File: config.mk
export PLATFORM = sky130hd
export DESIGN_NAME = fft_frame_feeder
export DESIGN_NICKNAME = d
export VERILOG_FILES = /design/src/rtl/fft_pkg.sv /design/src/rtl/frame_bank.sv /design/src/rtl/fft_frame_feeder.sv
export SDC_FILE = /design/constraint.sdc
export NUM_CORES = 1
export LEC_CHECK = 0
export ABC_AREA = 1
export CAP_MARGIN = 10
export CORE_ASPECT_RATIO = 0.9
export CORE_UTILIZATION = 25
export CTS_CLUSTER_DIAMETER = 100
export CTS_CLUSTER_SIZE = 10
export DETAILED_ROUTE_END_ITERATION = 16
export GPL_TIMING_DRIVEN = 0
export HOLD_SLACK_MARGIN = 0.05
export PLACE_DENSITY = 0.48
export REMOVE_ABC_BUFFERS = 1
export SYNTH_ARGS = -nofsm -noshare
export SYNTH_HDL_FRONTEND = slang
export SYNTH_HIERARCHICAL = 1
export SYNTH_SLANG_ARGS = --single-unit
File: constraint.sdc
create_clock -name clk -period 3.7 [get_ports clk]
set_input_delay 0.74 -clock clk [delete_from_list [all_inputs] [get_ports clk]]
set_output_delay 0.74 -clock clk [all_outputs]
set_load 0.05 [all_outputs]
File: src/rtl/fft_pkg.sv
// Shared FFT datapath types: sample width, complex sample struct and the
// frame feeder's read-side state encoding.
package fft_pkg;

    localparam int DATA_WIDTH = 16;

    typedef struct packed {
        logic [DATA_WIDTH-1:0] re;
        logic [DATA_WIDTH-1:0] im;
    } complex_t;

    typedef enum logic [1:0] {
        RD_IDLE,
        RD_BURST,
        RD_GAP
    } rd_state_t;

endpackage

File: src/rtl/frame_bank.sv
// One frame of complex sample storage: single write port, single read port
// with a registered read that holds its value when no read is issued.
module frame_bank
    import fft_pkg::*;
#(
    parameter  int DEPTH  = 16,
    localparam int ADDR_W = $clog2(DEPTH)
) (
    input  logic              clk,
    input  logic              rst,
    input  logic              wr_en,
    input  logic [ADDR_W-1:0] wr_addr,
    input  complex_t          wr_data,
    input  logic              rd_en,
    input  logic [ADDR_W-1:0] rd_addr,
    output complex_t          rd_data
);

    complex_t mem [DEPTH];
    complex_t rd_data_d;
    complex_t rd_data_q;

    always_ff @(posedge clk) begin
        if (wr_en) begin
            mem[wr_addr] <= wr_data;
        end
    end

    always_comb begin
        rd_data_d = rd_data_q;
        if (rd_en) begin
            rd_data_d = mem[rd_addr];
        end
    end

    // The read register doubles as the feeder's output register.
    always_ff @(posedge clk or posedge rst) begin
        if (rst) begin
            rd_data_q <= '0;
        end else begin
            rd_data_q <= rd_data_d;
        end
    end

    assign rd_data = rd_data_q;

endmodule

File: src/rtl/fft_frame_feeder.sv
// Ping-pong frame buffer that collects upstream samples into FFT_SIZE frames
// and replays each as a gap-free burst into a streaming FFT core.
module fft_frame_feeder
    import fft_pkg::*;
#(
    parameter int FFT_SIZE = 16,
    parameter int MIN_GAP  = 0
) (
    input  logic                  clk,
    input  logic                  rst,
    input  logic [DATA_WIDTH-1:0] in_re,
    input  logic [DATA_WIDTH-1:0] in_im,
    input  logic                  in_valid,
    output logic                  in_ready,
    output logic [DATA_WIDTH-1:0] out_re,
    output logic [DATA_WIDTH-1:0] out_im,
    output logic                  out_valid,
    output logic                  out_first
);

    localparam int ADDR_W = $clog2(FFT_SIZE);
    localparam logic [ADDR_W-1:0] LAST_IDX = ADDR_W'(FFT_SIZE - 1);
    localparam logic [3:0] GAP_LAST = 4'((MIN_GAP == 0) ? 0 : MIN_GAP - 1);

    rd_state_t         state_q, state_d;
    logic              wr_bank_q, wr_bank_d;
    logic              rd_bank_q, rd_bank_d;
    logic [ADDR_W-1:0] wr_idx_q, wr_idx_d;
    logic [ADDR_W-1:0] rd_idx_q, rd_idx_d;
    logic [1:0]        full_q, full_d;
    logic [3:0]        gap_cnt_q, gap_cnt_d;
    logic              out_valid_q, out_valid_d;
    logic              out_first_q, out_first_d;
    logic              out_bank_q, out_bank_d;

    logic              accept;
    logic              wr_done;
    logic              other_full;
    logic              rd_en;
    logic [ADDR_W-1:0] rd_addr;
    complex_t          wr_data;
    complex_t          rd_data0;
    complex_t          rd_data1;

    assign in_ready = !full_q[wr_bank_q];
    assign accept   = in_valid && in_ready;
    assign wr_done  = accept && (wr_idx_q == LAST_IDX);
    assign wr_data  = '{re: in_re, im: in_im};

    // A frame completing on the same edge a burst ends still counts as
    // ready, so the next burst follows without a bubble.
    assign other_full = full_q[~rd_bank_q] || (wr_done && (wr_bank_q != rd_bank_q));

    always_comb begin
        state_d     = state_q;
        wr_bank_d   = wr_bank_q;
        rd_bank_d   = rd_bank_q;
        wr_idx_d    = wr_idx_q;
        rd_idx_d    = rd_idx_q;
        full_d      = full_q;
        gap_cnt_d   = gap_cnt_q;
        out_valid_d = 1'b0;
        out_first_d = 1'b0;
        out_bank_d  = out_bank_q;
        rd_en       = 1'b0;
        rd_addr     = rd_idx_q;

        if (accept) begin
            wr_idx_d = wr_idx_q + 1'b1;
            if (wr_done) begin
                wr_idx_d          = '0;
                full_d[wr_bank_q] = 1'b1;
                wr_bank_d         = ~wr_bank_q;
            end
        end

        case (state_q)
            RD_IDLE: begin
                if (full_q[rd_bank_q]) begin
                    rd_en       = 1'b1;
                    rd_addr     = '0;
                    out_valid_d = 1'b1;
                    out_first_d = 1'b1;
                    out_bank_d  = rd_bank_q;
                    rd_idx_d    = ADDR_W'(1);
                    state_d     = RD_BURST;
                end
            end
            RD_BURST: begin
                rd_en       = 1'b1;
                out_valid_d = 1'b1;
                out_first_d = (rd_idx_q == '0);
                out_bank_d  = rd_bank_q;
                rd_idx_d    = rd_idx_q + 1'b1;
                if (rd_idx_q == LAST_IDX) begin
                    rd_idx_d          = '0;
                    full_d[rd_bank_q] = 1'b0;
                    rd_bank_d         = ~rd_bank_q;
                    if (MIN_GAP == 0) begin
                        state_d = other_full ? RD_BURST : RD_IDLE;
                    end else begin
                        gap_cnt_d = '0;
                        state_d   = RD_GAP;
                    end
                end
            end
            RD_GAP: begin
                gap_cnt_d = gap_cnt_q + 4'd1;
                if (gap_cnt_q == GAP_LAST) begin
                    state_d = full_q[rd_bank_q] ? RD_BURST : RD_IDLE;
                end
            end
            default: state_d = RD_IDLE;
        endcase
    end

    always_ff @(posedge clk or posedge rst) begin
        if (rst) begin
            state_q     <= RD_IDLE;
            wr_bank_q   <= 1'b0;
            rd_bank_q   <= 1'b0;
            wr_idx_q    <= '0;
            rd_idx_q    <= '0;
            full_q      <= '0;
            gap_cnt_q   <= '0;
            out_valid_q <= 1'b0;
            out_first_q <= 1'b0;
            out_bank_q  <= 1'b0;
        end else begin
            state_q     <= state_d;
            wr_bank_q   <= wr_bank_d;
            rd_bank_q   <= rd_bank_d;
            wr_idx_q    <= wr_idx_d;
            rd_idx_q    <= rd_idx_d;
            full_q      <= full_d;
            gap_cnt_q   <= gap_cnt_d;
            out_valid_q <= out_valid_d;
            out_first_q <= out_first_d;
            out_bank_q  <= out_bank_d;
        end
    end

    frame_bank #(.DEPTH(FFT_SIZE)) u_bank0 (
        .clk     (clk),
        .rst     (rst),
        .wr_en   (accept && !wr_bank_q),
        .wr_addr (wr_idx_q),
        .wr_data (wr_data),
        .rd_en   (rd_en && !rd_bank_q),
        .rd_addr (rd_addr),
        .rd_data (rd_data0)
    );

    frame_bank #(.DEPTH(FFT_SIZE)) u_bank1 (
        .clk     (clk),
        .rst     (rst),
        .wr_en   (accept && wr_bank_q),
        .wr_addr (wr_idx_q),
        .wr_data (wr_data),
        .rd_en   (rd_en && rd_bank_q),
        .rd_addr (rd_addr),
        .rd_data (rd_data1)
    );

    assign out_re    = out_bank_q ? rd_data1.re : rd_data0.re;
    assign out_im    = out_bank_q ? rd_data1.im : rd_data0.im;
    assign out_valid = out_valid_q;
    assign out_first = out_first_q;

endmodule

======== Word level (Yosys, flattened, before mapping) ========
Memory sizes are Yosys's and may differ from the RTL's. A register that Yosys moved wholly into a read port is not among the register bits.
Index checks and enable logic that the tools add are counted.
W data, S select, Z words.
storage, ports and cells
  memory bits (writable) .................. 1,024
  word-level logic and storage cells ...... 91
  register bits after elaboration ......... 21
  memories ................................ 2
  bits of input ports ..................... 35
operators by class
  magnitude comparators ................... 5
  eq/ne operators ......................... 8
  bitwise operators ....................... 5
  reduce and logical (&&, ||, !) cells .... 21
  muxes and demuxes ....................... 37
  $add $sub $neg .......................... 3
memory list
  memory       depth  width  read ports  clocked after memory_dff  wr ports  line              source
  u_bank0.mem  16     32     1           1                         1         frame_bank.sv:19  complex_t mem [DEPTH];
  u_bank1.mem  16     32     1           1                         1         frame_bank.sv:19
operator list
  operator               count
  $mux W16               2
  $mux W4                5
  $mux W1                16
  $mux W2                7
  $add A4 B1 Y4 const B  3
  $logic_and A1 B1 Y1    9
  $eq A4 B4 Y1 const B   2
  $logic_not A4 Y1       2
  $pmux W4 S2            1
  $lt A1 B2 Y1 const B   3
  $ne A2 B2 Y1 const B   3
  $pmux W1 S2            3
  $pmux W2 S3            1
  $reduce_and A2 Y1      3
  $logic_not A1 Y1       3
  $reduce_and A3 Y1      1
  $and A2 B2 Y2          1
  $demux W1 S1           2
  $eq A2 B1 Y1 const B   1
  $eq A2 B2 Y1 const B   1
  $ge A1 B1 Y1 const B   2
  $logic_not A2 Y1       1
  $not A1 Y1             2
  $not A2 Y2             1
  other kinds (4)        4

======== Logic depth before layout (Yosys ltp) ========
  word-level depth ........................ 10
  gate-level depth with buffers ........... 18
  mapped depth without buffers ............ 14

======== Modules after synthesis ========
The synthesis kept the hierarchy.
by module, submodules not included
  module            instances  area an instance (sq um)  seq. area each (sq um)  cells each
  frame_bank        2          21,770.9                  16,175.5                1,841
  fft_frame_feeder  1          1,255.0                   400.4                   135

======== Worst setup path before layout ========
No wires, ideal clock.
  kind .................................... input to register
  from .................................... input in_valid
  to ...................................... memory u_bank0/mem[12][0] (netlist bit) (enable)
  setup slack ............................. 0.717 ns
  data arrival time ....................... 2.562 ns
  setup time .............................. 0.421 ns
  buffers on the path ..................... 0
  stages on the path ...................... 4
  cell sequence ........................... nand3_4 -> nor2_1 -> nand3_1 -> nor2_1
between the ends
  word-level cells in the longest chain between the ends .. 4
RTL lines
  element                        line                     source
  from (decl)                    fft_frame_feeder.sv:13   input logic in_valid,
  $logic_and A1 B1 Y1            fft_frame_feeder.sv:46   assign accept = in_valid && in_ready;
  $logic_and A1 B1 Y1            fft_frame_feeder.sv:146  .wr_en (accept && !wr_bank_q),
  $mux W1                        frame_bank.sv:24         if (wr_en) begin
  $mux W1 (implied by the code)  frame_bank.sv:25         mem[wr_addr] <= wr_data;
  to (decl)                      frame_bank.sv:19
No other way between the ends.

======== Worst setup path after layout ========
  from .................................... register out_bank_q
  to ...................................... output out_re[3]
between the ends
  word-level cells in the longest chain between the ends .. 1
RTL lines
  element                 line                     source
  from (decl)             fft_frame_feeder.sv:34   logic out_bank_q, out_bank_d;
  from (signal assigned)  fft_frame_feeder.sv:139  out_bank_q <= out_bank_d;
  $mux W16                fft_frame_feeder.sv:165  assign out_re = out_bank_q ? rd_data1.re : rd_data0.re;
  to (decl)               fft_frame_feeder.sv:15   output logic [DATA_WIDTH-1:0] out_re,
No other way between the ends.

==> results.txt <==
----------------------------------------------------
[Outcome]
  Status ... finished, final reports clean

[Drt]
  Remaining antenna violation count ... 0
  Average vias per placed instance ... 4.570
  Initial DRC Count ... 2667
  Total vias in the final route ... 29186
  Count of unresolved DRC violations after routing ... 0
  Total wire length ... 139000 µm
  First drt pass iteration count ... 7
  Routed length per placed instance ... 21.76 µm

[Placement]
  Last weighted congestion value of the routability-driven placer ... 0.7050
  Dpl cell area ... 49920 µm²
  Post-Place Setup Slack ... -0.6497 ns
  Number of buffers inserted by port buffering ... 69
  Count of placed standard cells including taps ... 6149
  Post-DP HPWL ... 81310 µm

[Setup path]
  Category of the worst setup path capture point ... output port
  Crit start category ... flop
  CP Max Fanout ... 21
  Critical Setup Path Class ... reg2out
  Required time of the critical path ... 2.96 ns
  Arrival @ worst endpoint ... 2.89 ns

[STA]
  Worst-margin pin slew ... 1.194 ns
  Crit path time final ... 3.630 ns
  Upper clock frequency limit ... 275.5 MHz
  Setup repair after global routing missed its margin ... false
  Fraction of the cycle the final worst path needs ... 98.11%
  Clock Skews ... 0.02137 ns
  Least setup slack across all paths after layout ... 0.06997 ns
  Count of pins over their slew limit ... 0
  Final Hold Viols ... 0
  Count of final setup violators ... 0
  Worst-case headroom to the max-slew limit ... 20.14%

[Global routing]
  First-pass GRT wire length ... 195800 µm
  Via count of the first global-routing pass ... 27186
  Total global routing overflow ... 0
  Number of antenna violations at the first check in global routing ... 3
  GRT Resource Usage Total ... 14.89%
  Maximum number of pins on one net before global-route repair ... 115

[Yosys]
  Biggest area contributors in the synthesized netlist ... edfxtp_1, nand2_1, nand3_1
  Yosys warning total ... 6
  Synthesized instance count ... 3817
  Count of state elements after synthesis ... 1104
  Cell taking the most area after synthesis ... edfxtp_1
  Distinct cells, synth ... 31
  Avg Synthesized Cell Area ... 11.74 µm²
  Seq/Total Area, Yosys ... 73.11%
  Cell area after synthesis ... 44800 µm²
  Post-synth top area share ... 68.64%

[Floorplan]
  Vertical extent of the die ... 403.6 µm
  Placeable Area ... 178200 µm²
  Area enclosed by the die boundary ... 180900 µm²
  Die extent in x ... 448.2 µm
  Row count ... 147
  Effective utilization at floorplan ... 25.13%
  Boundary Pins ... 70

[Cells and area]
  Fill cells ... 17926
  Number of nets in the final layout ... 3936
  Share of layout cells above drive strength 1 ... 8.619%
  Finished Layout Cells ... 6387
  Inserted Diodes ... 0
  Finished Cell Area ... 53600 µm²
  Area growth syn-to-layout ... 19.65%
  Fraction of the core area covered by cells at the end of the flow ... 30.07%

[Power and ir drop]
  Power Density ... 819.1 nW/µm²
  Max VDD drop ... 0.5612 mV
  Static Leakage ... 19.23 nW
  Share of power burned in registers ... 34.4%
  Logic pwr share ... 40.3%
  Power Internal ... 0.02634 W
  Sw power ... 0.01757 W
  Sw Share ... 40.02%
  Power share of the clock group ... 25.2%

[CTS]
  TritonCTS clock tree ... done
  Number of buffers created by CTS ... 120
  Maximum clock insertion buffer count ... 3
  Insertion delay of the later-clocked pin in the worst-skew pair ... 0.74 ns
  H-tree level count ... 3
  Root cell of the clock tree ... clkbuf_16
  Clock transition time at the flip-flop clock pins of the worst setup and hold paths ... 0.06 ns
  Cts hold-fix bufs ... 0
  Number of sinks handled by clock tree synthesis ... 1104

[Flow run]
  Max-cap check violation count ... 0

[Min path]
  Class of the tightest hold or removal check ... reg2reg

----------------------------------------------------
==> what timing repair did <==
action	CTS	global route
endpoints found under the setup margin	83	53
pin swaps	3	1
buffers inserted	5	1
gates cloned	3	4
resized for setup	9	6
==> cells in the mapped netlist <==
cell type / n
inv_1: 24
o21ai_0: 3
nand3_1: 776
nand2_2: 1
inv_4: 2
nand3_4: 1
nand3b_1: 4
buf_6: 20
nor2_1: 46
xnor2_1: 2
nand2_1: 1565
dfrtp_1: 80
nand2_4: 1
ha_1: 3
a21oi_1: 6
buf_1: 28
buf_2: 74
edfxtp_1: 1024
nor3_1: 1
o22ai_2: 1
o21ai_2: 3
mux2_2: 32
xor2_1: 3
nor3b_2: 1
buf_4: 67
clkbuf_1: 42
nor2_4: 1
or2_1: 1
inv_2: 3
a22oi_1: 1
o22ai_1: 1
==> critical path, stage by stage (launching register included) <==
cell,delay (ns)
dfrtp_4,0.64
buf_12,0.27
mux2_2,0.42
clkdlybuf4s50_1,0.79
==> through the flow <==
stage / hold slack, ns / power, W / TNS (ns)
2_1_floorplan: 0.4434 / 0.02197 / -1385.49
3_3_place_gp: 0.4575 / 0.02320 / -6224.96
3_5_place_dp: 0.4594 / 0.03271 / -25.86
4_1_cts: 0.4752 / 0.04403 / 0
5_1_grt: 0.4959 / 0.04642 / 0
6_report: 0.4754 / 0.04390 / 0
==> area by class of cell <==
cell class / instances / area (µm²) / area share [%]
Clock buffer: 221 / 3425 / 6.389
Tap cell: 2384 / 2983 / 5.565
Sequential cell: 1104 / 32760 / 61.12
Multi-Input combinational cell: 2454 / 10860 / 20.26
Timing Repair Buffer: 189 / 3322 / 6.198
Inverter: 29 / 171.4 / 0.3198
Clock inverter: 6 / 82.58 / 0.1541
==> power groups by stage <==
stage	Combinational, W	Sequential, W	Clock [W]
finish	0.0177	0.0151	0.0111
global route	0.0194	0.0152	0.0118
CTS	0.0176	0.0151	0.0113
detailed placement	0.0173	0.0154	0
global placement	0.00774	0.0155	0
floorplan	0.00671	0.0153	0
==> flip-flops by register name, indices dropped and copies added (netlist names) <==
| signal | count |
|---|---|
| out_valid | 1 |
| u_bank0/mem | 512 |
| u_bank1/rd_data | 32 |
| full_q | 2 |
| wr_bank_q | 1 |
| out_first | 1 |
| rd_bank_q | 1 |
| out_bank_q | 1 |
| rd_idx_q | 4 |
| u_bank0/rd_data | 32 |
| state_q | 1 |
| u_bank1/mem | 512 |
| wr_idx_q | 4 |
==> cell usage in the layout (no fill, tap or decap), types with 4 or more instances in the layout <==
cell type        instances
nand3_1                776
buf_16                  41
a21oi_1                  5
inv_1                   13
dfrtp_1                 78
buf_4                    6
nor2_1                  10
nand3b_1                 4
inv_16                   5
clkbuf_1                99
mux2_2                  32
nor2_4                  37
buf_12                  68
clkbuf_16              125
nand2_1               1565
clkdlybuf4s50_1         68
edfxtp_1              1024
inv_2                    9
==> final timing paths <==
check                                            to  cells past startpoint               start  slack, ns
min in group asynchronous       u_bank0/rd_data[29]                      2                 rst       0.54
worst min register to register   u_bank1/rd_data[4]                      2  u_bank1/rd_data[4]       0.48
worst max-delay path                      out_re[3]                      3          out_bank_q       0.07
worst min-delay path             u_bank1/rd_data[4]                      2  u_bank1/rd_data[4]       0.48
max in group asynchronous       u_bank1/rd_data[26]                      3                 rst       2.51
worst max register to register   u_bank1/rd_data[1]                     17           rd_bank_q       0.17
==> cell families after synthesis <==
kind of cell | share of synthesized area, %
XOR/XNOR | 0.09778
AO/OA/AOI/OAI | 0.2179
flip-flops | 73.11
multiplexers | 0.8044
buffers and inverters | 3.293
AND/OR/NAND/NOR | 22.39
adder cells (fa/ha/maj) | 0.08380
==> layer usage <==
metal | routed length, µm | part of all wire, % | global-route usage [%] | up-vias
met5 | 0 | 0 | 0 | -
li1 | - | - | - | 13405
met4 | 2171 | 1.6 | 2.928 | 0
met1 | 67190 | 48 | 22.73 | 14721
met2 | 61710 | 44 | 22.41 | 902
met3 | 7900 | 5.7 | 1.897 | 158
(Power assumes the default switching activity.)
